[config.mk]
export PLATFORM = sky130hd
export DESIGN_NAME = codec_i2c_arbiter
export DESIGN_NICKNAME = d
export VERILOG_FILES = /design/src/rtl/codec_i2c_arbiter.sv
export SDC_FILE = /design/constraint.sdc
export NUM_CORES = 1
export LEC_CHECK = 0
export ABC_AREA = 1
export BUFFER_PORTS_ARGS = -buffer_cell sky130_fd_sc_hd__clkbuf_2
export CORE_MARGIN = 4
export CORE_UTILIZATION = 49
export CTS_CLUSTER_SIZE = 30
export DETAILED_ROUTE_END_ITERATION = 7
export PLACE_DENSITY_LB_ADDON = 0.05
export SETUP_SLACK_MARGIN = 0.1
export SLEW_MARGIN = 20
export SYNTH_ARGS = -nofsm -noshare
export SYNTH_HDL_FRONTEND = slang
export SYNTH_SLANG_ARGS = --single-unit
[constraint.sdc]
create_clock -name clk -period 3.1 [get_ports clk]
set_input_delay 0.31 -clock clk [delete_from_list [all_inputs] [get_ports clk]]
set_output_delay 0.31 -clock clk [all_outputs]
set_load 0.02 [all_outputs]
[src/rtl/codec_i2c_arbiter.sv]
// codec_i2c_arbiter
// Shares one codec i2c_controller between NUM_REQ requesters (init sequencer,
// runtime control, debug port). Round-robin arbitration, one register/data write
// per grant. Owns the controller enable, which the controller uses as its reset:
// enable is high only for the duration of a transfer and low for at least
// GAP_CYCLES cycles between transfers. A watchdog aborts transfers that run for
// TIMEOUT_CYCLES cycles and reports error code 4'hF.
//
// Optional feature macro: RETRY_ON_ERROR_EN
//   When defined, a transfer that completes with a nonzero controller error is
//   retried once (the grant is held, no ack) and the second result is acked.
//   Timeouts are never retried.
//
// Ports
//   clk, rst       clock, synchronous active-high reset
//   req            per-requester request level, held until ack
//   req_register   7-bit register field per requester, slice i = [7*i +: 7]
//   req_data       9-bit data field per requester, slice i = [9*i +: 9]
//   grant          one-hot owner of the current transfer
//   ack            one-cycle pulse to the owner when its transfer ends
//   ack_error      result code, valid in the ack cycle, held until next ack
//   busy           high whenever the arbiter is not idle
//   i2c_en         controller enable (controller reset pin)
//   i2c_register   register field to controller
//   i2c_data       data field to controller
//   i2c_done       controller done level
//   i2c_error      controller error code
module codec_i2c_arbiter #(
  parameter int unsigned NUM_REQ        = 3,
  parameter int unsigned TIMEOUT_CYCLES = 200000,
  parameter int unsigned GAP_CYCLES     = 4
) (
  input  logic                 clk,
  input  logic                 rst,
  input  logic [NUM_REQ-1:0]   req,
  input  logic [7*NUM_REQ-1:0] req_register,
  input  logic [9*NUM_REQ-1:0] req_data,
  output logic [NUM_REQ-1:0]   grant,
  output logic [NUM_REQ-1:0]   ack,
  output logic [3:0]           ack_error,
  output logic                 busy,
  output logic                 i2c_en,
  output logic [6:0]           i2c_register,
  output logic [8:0]           i2c_data,
  input  logic                 i2c_done,
  input  logic [3:0]           i2c_error
);

  localparam int unsigned PtrW   = (NUM_REQ > 1) ? $clog2(NUM_REQ) : 1;
  localparam int unsigned CntMax = (TIMEOUT_CYCLES > GAP_CYCLES) ? TIMEOUT_CYCLES : GAP_CYCLES;
  localparam int unsigned CntW   = $clog2(CntMax + 1);
  localparam logic [CntW-1:0] TimeoutLast = CntW'(TIMEOUT_CYCLES - 1);
  localparam logic [CntW-1:0] GapLast     = CntW'(GAP_CYCLES - 1);
  localparam logic [PtrW-1:0] LastReq     = PtrW'(NUM_REQ - 1);

  typedef enum logic [2:0] {StIdle, StLoad, StRun, StAck, StGap} state_e;

  state_e             state_q, state_d;
  logic [NUM_REQ-1:0] grant_q, grant_d;
  logic [PtrW-1:0]    owner_q, owner_d;
  logic [PtrW-1:0]    rr_ptr_q, rr_ptr_d;
  logic [3:0]         ack_error_q, ack_error_d;
  logic               i2c_en_q, i2c_en_d;
  logic [6:0]         register_q, register_d;
  logic [8:0]         data_q, data_d;
  logic [CntW-1:0]    cnt_q, cnt_d;
`ifdef RETRY_ON_ERROR_EN
  logic               retried_q, retried_d;
`endif

  logic               pick_valid;
  logic [PtrW-1:0]    pick;
  logic [NUM_REQ-1:0] pick_onehot;
  logic [6:0]         pick_register;
  logic [8:0]         pick_data;

  // First active requester at or after rr_ptr, searching upward with wrap.
  always_comb begin
    pick_valid = 1'b0;
    pick       = '0;
    for (int k = 0; k < int'(NUM_REQ); k++) begin
      for (int i = 0; i < int'(NUM_REQ); i++) begin
        if (!pick_valid && req[i] && (i == (int'(rr_ptr_q) + k) % int'(NUM_REQ))) begin
          pick_valid = 1'b1;
          pick       = PtrW'(i);
        end
      end
    end
  end

  always_comb begin
    pick_onehot   = '0;
    pick_register = '0;
    pick_data     = '0;
    for (int i = 0; i < int'(NUM_REQ); i++) begin
      if (pick == PtrW'(i)) begin
        pick_onehot[i] = 1'b1;
        pick_register  = req_register[7*i +: 7];
        pick_data      = req_data[9*i +: 9];
      end
    end
  end

  always_comb begin
    state_d     = state_q;
    grant_d     = grant_q;
    owner_d     = owner_q;
    rr_ptr_d    = rr_ptr_q;
    ack_error_d = ack_error_q;
    i2c_en_d    = i2c_en_q;
    register_d  = register_q;
    data_d      = data_q;
    cnt_d       = cnt_q;
`ifdef RETRY_ON_ERROR_EN
    retried_d   = retried_q;
`endif
    unique case (state_q)
      StIdle: begin
        if (pick_valid) begin
          register_d = pick_register;
          data_d     = pick_data;
          grant_d    = pick_onehot;
          owner_d    = pick;
`ifdef RETRY_ON_ERROR_EN
          retried_d  = 1'b0;
`endif
          state_d    = StLoad;
        end
      end
      StLoad: begin
        i2c_en_d = 1'b1;
        cnt_d    = '0;
        state_d  = StRun;
      end
      StRun: begin
        cnt_d = cnt_q + CntW'(1);
        // done has priority over the watchdog when both hit in one cycle
        if (i2c_done) begin
`ifdef RETRY_ON_ERROR_EN
          if ((i2c_error != 4'h0) && !retried_q) begin
            retried_d = 1'b1;
            i2c_en_d  = 1'b0;
            cnt_d     = '0;
            state_d   = StGap;
          end else begin
            ack_error_d = i2c_error;
            state_d     = StAck;
          end
`else
          ack_error_d = i2c_error;
          state_d     = StAck;
`endif
        end else if (cnt_q == TimeoutLast) begin
          ack_error_d = 4'hF;
          state_d     = StAck;
        end
      end
      StAck: begin
        i2c_en_d = 1'b0;
        grant_d  = '0;
        rr_ptr_d = (owner_q == LastReq) ? '0 : owner_q + PtrW'(1);
        cnt_d    = '0;
        state_d  = StGap;
      end
      StGap: begin
        if (cnt_q == GapLast) begin
          cnt_d   = '0;
          // grant is still held only when this gap precedes a retry
          state_d = (|grant_q) ? StLoad : StIdle;
        end else begin
          cnt_d = cnt_q + CntW'(1);
        end
      end
      default: state_d = StIdle;
    endcase
  end

  always_ff @(posedge clk) begin
    if (rst) begin
      state_q     <= StIdle;
      grant_q     <= '0;
      owner_q     <= '0;
      rr_ptr_q    <= '0;
      ack_error_q <= '0;
      i2c_en_q    <= 1'b0;
      register_q  <= '0;
      data_q      <= '0;
      cnt_q       <= '0;
`ifdef RETRY_ON_ERROR_EN
      retried_q   <= 1'b0;
`endif
    end else begin
      state_q     <= state_d;
      grant_q     <= grant_d;
      owner_q     <= owner_d;
      rr_ptr_q    <= rr_ptr_d;
      ack_error_q <= ack_error_d;
      i2c_en_q    <= i2c_en_d;
      register_q  <= register_d;
      data_q      <= data_d;
      cnt_q       <= cnt_d;
`ifdef RETRY_ON_ERROR_EN
      retried_q   <= retried_d;
`endif
    end
  end

  assign grant        = grant_q;
  assign ack          = (state_q == StAck) ? grant_q : '0;
  assign ack_error    = ack_error_q;
  assign busy         = (state_q != StIdle);
  assign i2c_en       = i2c_en_q;
  assign i2c_register = register_q;
  assign i2c_data     = data_q;

endmodule

==> results of run 1 <==
flip-flops by register name, indices dropped and copies added (netlist names):
register and count:
cnt_q 18, ack_error 4, i2c_en 1, i2c_data 9, grant 3, owner_q 2
rr_ptr_q 2, i2c_register 7, state_q 3
synthesized netlist by cell type, types with 2 or more instances:
library cell,instances
buf_4,2
xor2_1,4
buf_6,4
o21ai_0,11
nor3b_1,5
nand2_1,126
o21ai_1,11
dfxtp_1,49
a21oi_1,30
nand3_1,16
nor2_2,6
nand4_1,8
nand2_2,2
ha_1,3
nor4_1,3
inv_2,2
buf_2,2
inv_1,55
nor3_1,10
clkbuf_1,2
nor2_1,60
logic make-up (layout without fill, tap and decap cells):
family | after synthesis | after routing | share of synthesized area [%]
buffers and inverters | 69 | 151 | 11.1
xor gates and xnor gates | 4 | 4 | 1.29
adders and majority gates | 3 | 3 | 1.39
and+or+nand+nor | 241 | 241 | 38.5
DFF | 49 | 49 | 36.2
AOI/OAI and AO/OA | 58 | 58 | 11.5
final cells by class:
cell class	instances	area share, %
tap	70	2.70
clock inverter	1	0.154
multi-input combinational	306	44.0
inverter	58	6.79
sequential	49	30.2
clock buffer	7	2.97
timing repair buffer	85	13.1
per-layer routing:
metal,routed length (microns),vias to the layer above,track usage [%]
met3,265,8,4.01
met4,63,0,7.31
li1,-,1500,-
met1,2880,1229,23.3
met2,3330,55,35.1
met5,0,-,0
through the flow:
stage / hold slack [ps] / area, sq um
after floorplan: 454 / 2710
after global placement: 438 / 3140
after detailed placement: 443 / 3140
after CTS: 272 / 3240
after global routing: 286 / 3240
final: 282 / 3240
power by group through the flow:
stage	sequential, mW	clock [mW]	combinational [mW]
after floorplan	0.996	0	0.908
after global placement	0.878	0	1.25
after detailed placement	0.879	0	1.27
after CTS	0.869	0.423	1.28
after global routing	0.886	0.448	1.45
final	0.869	0.410	1.27
worst max-delay path, cell delays in order, from the launching register on:
cell and delay [ps]:
dfxtp_1 350, inv_1 60, ha_1 330, nand2_1 140, nand3_2 80, nor2_2 140, nand4_2 150, o21ai_4 360
inv_4 190, nor2_2 160, nand2_1 60, a21oi_1 130
final timing paths:
path	slack [ps]	cells after the start	endpoint
worst min register to register	450	2	ack_error[1]$_SDFFE_PP0P_
worst min-delay path	280	3	ack_error[2]$_SDFFE_PP0P_
worst max register to register	870	11	grant[1]$_SDFFE_PP0P_
worst max-delay path	870	11	grant[1]$_SDFFE_PP0P_
==> reports/qor.yml, run 1 <==
most-common-layout-cells: "nand2_1 (126), clkbuf_2 (85), nor2_1 (60), inv_1 (55), dfxtp_1 (49)"
pwr-share-clk_pct: 16.1
drc: 0
synth-seq-area-share_pct: 36.2
synthToLayoutAreaGrowth_pct: 19.7
yosys-top-cells-area: "dfxtp_1 (36%), nand2_1 (17%), nor2_1 (8.3%), inv_1 (7.6%), a21oi_1 (5.5%)"
final_common_cell: "nand2_1"
synth_warnings: 0
grt_pass1_vias: 2547
detail-route-antenna-nets: 0
num_rows: 26
power_switching_mw: 1.17
maxSlewHeadroom_pct: 66.9
setup_ws_ps: 866
vias_per_cell: 4.85
multi_input_area_sq_um: 1430
ctsResizeCount: 0
crit_required_ps: 3320
wl_per_cell_microns: 11.4
power_frac_seq_pct: 34.1
tightest_slew_ps: 495
p_comb_share_pct: 49.9
htree_levels: 2
setup_viol: 0
cts_hold_buf: 0
drv_slew: 0
cts_buffers: 5
track_usage_pct: 19.8
ir_drop_v: 0.000392
crit_start: "rr_ptr_q[0]$_SDFFE_PP0P_"
synthDistinctLibCells: 34
critPathLaunchType: "register"
antenna_found_initial: 0
crit_path_end_kind: "register"
drtIter0Drc: 61
syn_area_sq_um: 2710
cts_tree: "yes"
synth-edff-count: 0
reg2reg_from: "rr_ptr_q[0]$_SDFFE_PP0P_"
hp-start: "i2c_error[2]"
clk_pin_slew_ps: 90
synth.top_cell.area_share_pct: 36.2
drtPass1Iterations: 4
start_util_pct: 51.7
dieArea_sq_um: 6780
ys.flop_type: "dfxtp_1"
syn_area_per_cell_sq_um: 6.39
syn_inst: 424
fin_setup_tns_ps: 0
cp.arrival_ps: 2460
finalNonFillerCells: 576
switching_share_pct: 45.9
drt_wl_total_microns: 6540
max_freq_mhz: 448
worstSkewPairLatency_ps: 300
yosysTopAreaCell: "dfxtp_1"
gp_congestion: 0.856
drive_above_1_share_pct: 21.7
clock_path_buffers: 2
vias: 2792
diodes: 0
grt_overflow: 0
cts_setup_buffers: 0
core_sq_um: 5240
die_width_microns: 82.4
placed_cells: 568
async_flop_share_pct: 0
powerDensity_nw_per_um2: 786
port_buffers: 85
outcome: "completed"
dp_slack_ps: 894
critical_path_class: "register to register"
nFillCells: 529
holdCritPathClass: "input pin to register"
p_leak_nw: 1.56
p_total_mw: 2.55
finalCritPeriodShare_pct: 72.1
cp_max_fo: 25
worst_clock_skew_ps: 8.40
hpwl_microns: 4990
syn_nets: 485
fin_util_pct: 61.9
synth_seq_cells: 49
nets: 566
drv_cap: 0
fin_crit_ps: 2230
grt_max_degree: 26
die_height_microns: 82.4
cts.sinks: 49
hold_viol_final: 0
grt_pass1_wl_microns: 10600
rsz0062_at_grt: "false"
ff_latch_area_sq_um: 981
power.internal_mw: 1.38
cts-root-buf: "clkbuf_8"
ios: 86
Power figures use the tool's default switching activity.
==> run 2, diff against run 1 <==
==> constraint.sdc (replaced) <==
create_clock -name clk -period 2.3 [get_ports clk]
set_input_delay 0.23 -clock clk [delete_from_list [all_inputs] [get_ports clk]]
set_output_delay 0.23 -clock clk [all_outputs]
set_load 0.02 [all_outputs]
==> run 2 against run 1 <==
  * Die area unchanged
  * Register-to-register slack worse by 540 ps
  * Largest power group unchanged
  * Worst setup slack lost 540 ps
  * Highest routed layer unchanged
  * Non-clock buffer count rose by 5
==> reports/qor.yml, run 2 (same netlist as run 1, synthesis figures left out) <==
most-common-layout-cells: "nand2_1 (126), clkbuf_2 (85), nor2_1 (59), inv_1 (55), dfxtp_1 (49)"
nets: 571
max_freq_mhz: 505
grt_pass1_wl_microns: 10900
port_buffers: 85
reg2reg_depth: 14
maxSlewHeadroom_pct: 73.9
min_to: "ack_error[3]$_SDFFE_PP0P_"
critPathLaunchType: "register"
setup_viol: 0
holdCritPathClass: "input pin to register"
hold_viol_final: 0
grt_max_degree: 26
fin_util_pct: 63.1
cts_tree: "yes"
diodes: 0
cts_buffers: 5
r2r-end: "i2c_data[7]$_SDFFE_PP0P_"
cts_setup_buffers: 0
p_leak_nw: 1.59
htree_levels: 2
critical_path_class: "register to register"
clock_path_buffers: 2
vias_per_cell: 4.91
die_height_microns: 82.4
num_rows: 26
outcome: "completed"
synthToLayoutAreaGrowth_pct: 21.9
dieArea_sq_um: 6780
track_usage_pct: 20.3
cts-root-buf: "clkbuf_8"
gp_congestion: 0.904
fin_crit_ps: 1980
tightest_slew_ps: 388
drv_cap: 0
drive_above_1_share_pct: 22.5
antenna_found_initial: 0
start_util_pct: 51.7
cp.arrival_ps: 2180
p_total_mw: 3.57
fin_setup_tns_ps: 0
cts.sinks: 49
grt_pass1_vias: 2689
top_register: "cnt_q"
powerDensity_nw_per_um2: 1080
detail-route-antenna-nets: 0
hp-start: "i2c_error[3]"
clk_pin_slew_ps: 90
worst_clock_skew_ps: 12.5
ios: 86
final_common_cell: "nand2_1"
rsz0062_at_grt: "false"
holdPathStages: 3
ir_drop_v: 0.000538
wl_per_cell_microns: 11.3
largest_reg_flops: 18
die_width_microns: 82.4
worstSkewPairLatency_ps: 300
core_sq_um: 5240
drv_slew: 0
hpwl_microns: 5100
vias: 2851
crit_required_ps: 2500
rrSetupSlack_ps: 320
drtIter0Drc: 127
drtPass1Iterations: 4
drc: 0
reg2reg_from: "rr_ptr_q[0]$_SDFFE_PP0P_"
grt_overflow: 0
finalCritPeriodShare_pct: 86.0
crit_path_end_kind: "register"
cp_max_fo: 18
drt_wl_total_microns: 6550
run 2: changes by cell type in the layout (fill, tap and decap cells not counted):
cell,before,now
buf_4,0,5
clkinv_2,1,0
bufinv_16,0,1
nor2_1,60,59
clkbuf_1,0,1
clkbuf_8,7,6
nor2_4,1,2
run 2: layout make-up:
type	count	area [sq um]
clock buffers	7	86.3
clock inverters	1	30.0
fillers	542	1930
inverters	58	220
multi-input cells	306	1440
flip-flops and latches	49	981
well taps	70	87.6
repair buffers	90	463
run 2: worst max-delay path, stage by stage (launching register included):
cell     delay, ps
dfxtp_1        340
inv_1           60
ha_1           320
nand2_1        140
nand3_2         90
nor2_2         140
nand3_1         80
nand2_1         90
inv_2           50
nand2_4        190
nor2_4         110
nand2_1         80
nand2_1         40
nor2_1          90
nor2_1          40
run 2: repair_timing:
action | CTS | global route
hold endpoints to repair | 0 | 0
hold buffers | 0 | 0
gates resized for setup | 0 | 2
setup endpoints to repair | 0 | 2
run 2: metal layers:
metal / global-route usage [%] / part of all wire (%) / up-vias
met5: 0 / 0 / -
met2: 36.5 / 50 / 70
met1: 24.1 / 44 / 1261
li1: - / - / 1514
met4: 6.98 / 0.78 / 0
met3: 3.36 / 4.8 / 6
run 2: power breakdown:
group          total (mW)  switching, mW  internal, mW
Clock               0.633          0.278         0.355
Sequential           1.17          0.121          1.05
Combinational        1.77           1.18         0.587
Total                3.57           1.58          1.99
run 2: how the worst max path moves through the flow:
stage,endpoint,slack [ps],depth (start not counted),from
5_1_grt,i2c_register[4]$_SDFFE_PP0P_,110,14,rr_ptr_q[0]$_SDFFE_PP0P_
2_1_floorplan,i2c_data[2]$_SDFFE_PP0P_,510,11,rr_ptr_q[0]$_SDFFE_PP0P_
6_report,i2c_data[7]$_SDFFE_PP0P_,320,14,rr_ptr_q[0]$_SDFFE_PP0P_
3_3_place_gp,i2c_register[4]$_SDFFE_PP0P_,400,14,rr_ptr_q[0]$_SDFFE_PP0P_
4_1_cts,i2c_data[7]$_SDFFE_PP0P_,330,14,rr_ptr_q[0]$_SDFFE_PP0P_
3_5_place_dp,i2c_data[8]$_SDFFE_PP0P_,330,14,rr_ptr_q[0]$_SDFFE_PP0P_
run 2: through the flow:
step | cells | setup slack, ps | instance area, sq um | hold WS (ps)
final | 581 | 322 | 3300 | 203
after detailed placement | 573 | 334 | 3180 | 441
after global placement | 573 | 404 | 3180 | 435
after global routing | 581 | 109 | 3300 | 224
after CTS | 581 | 327 | 3300 | 193
after floorplan | 424 | 507 | 2710 | 420
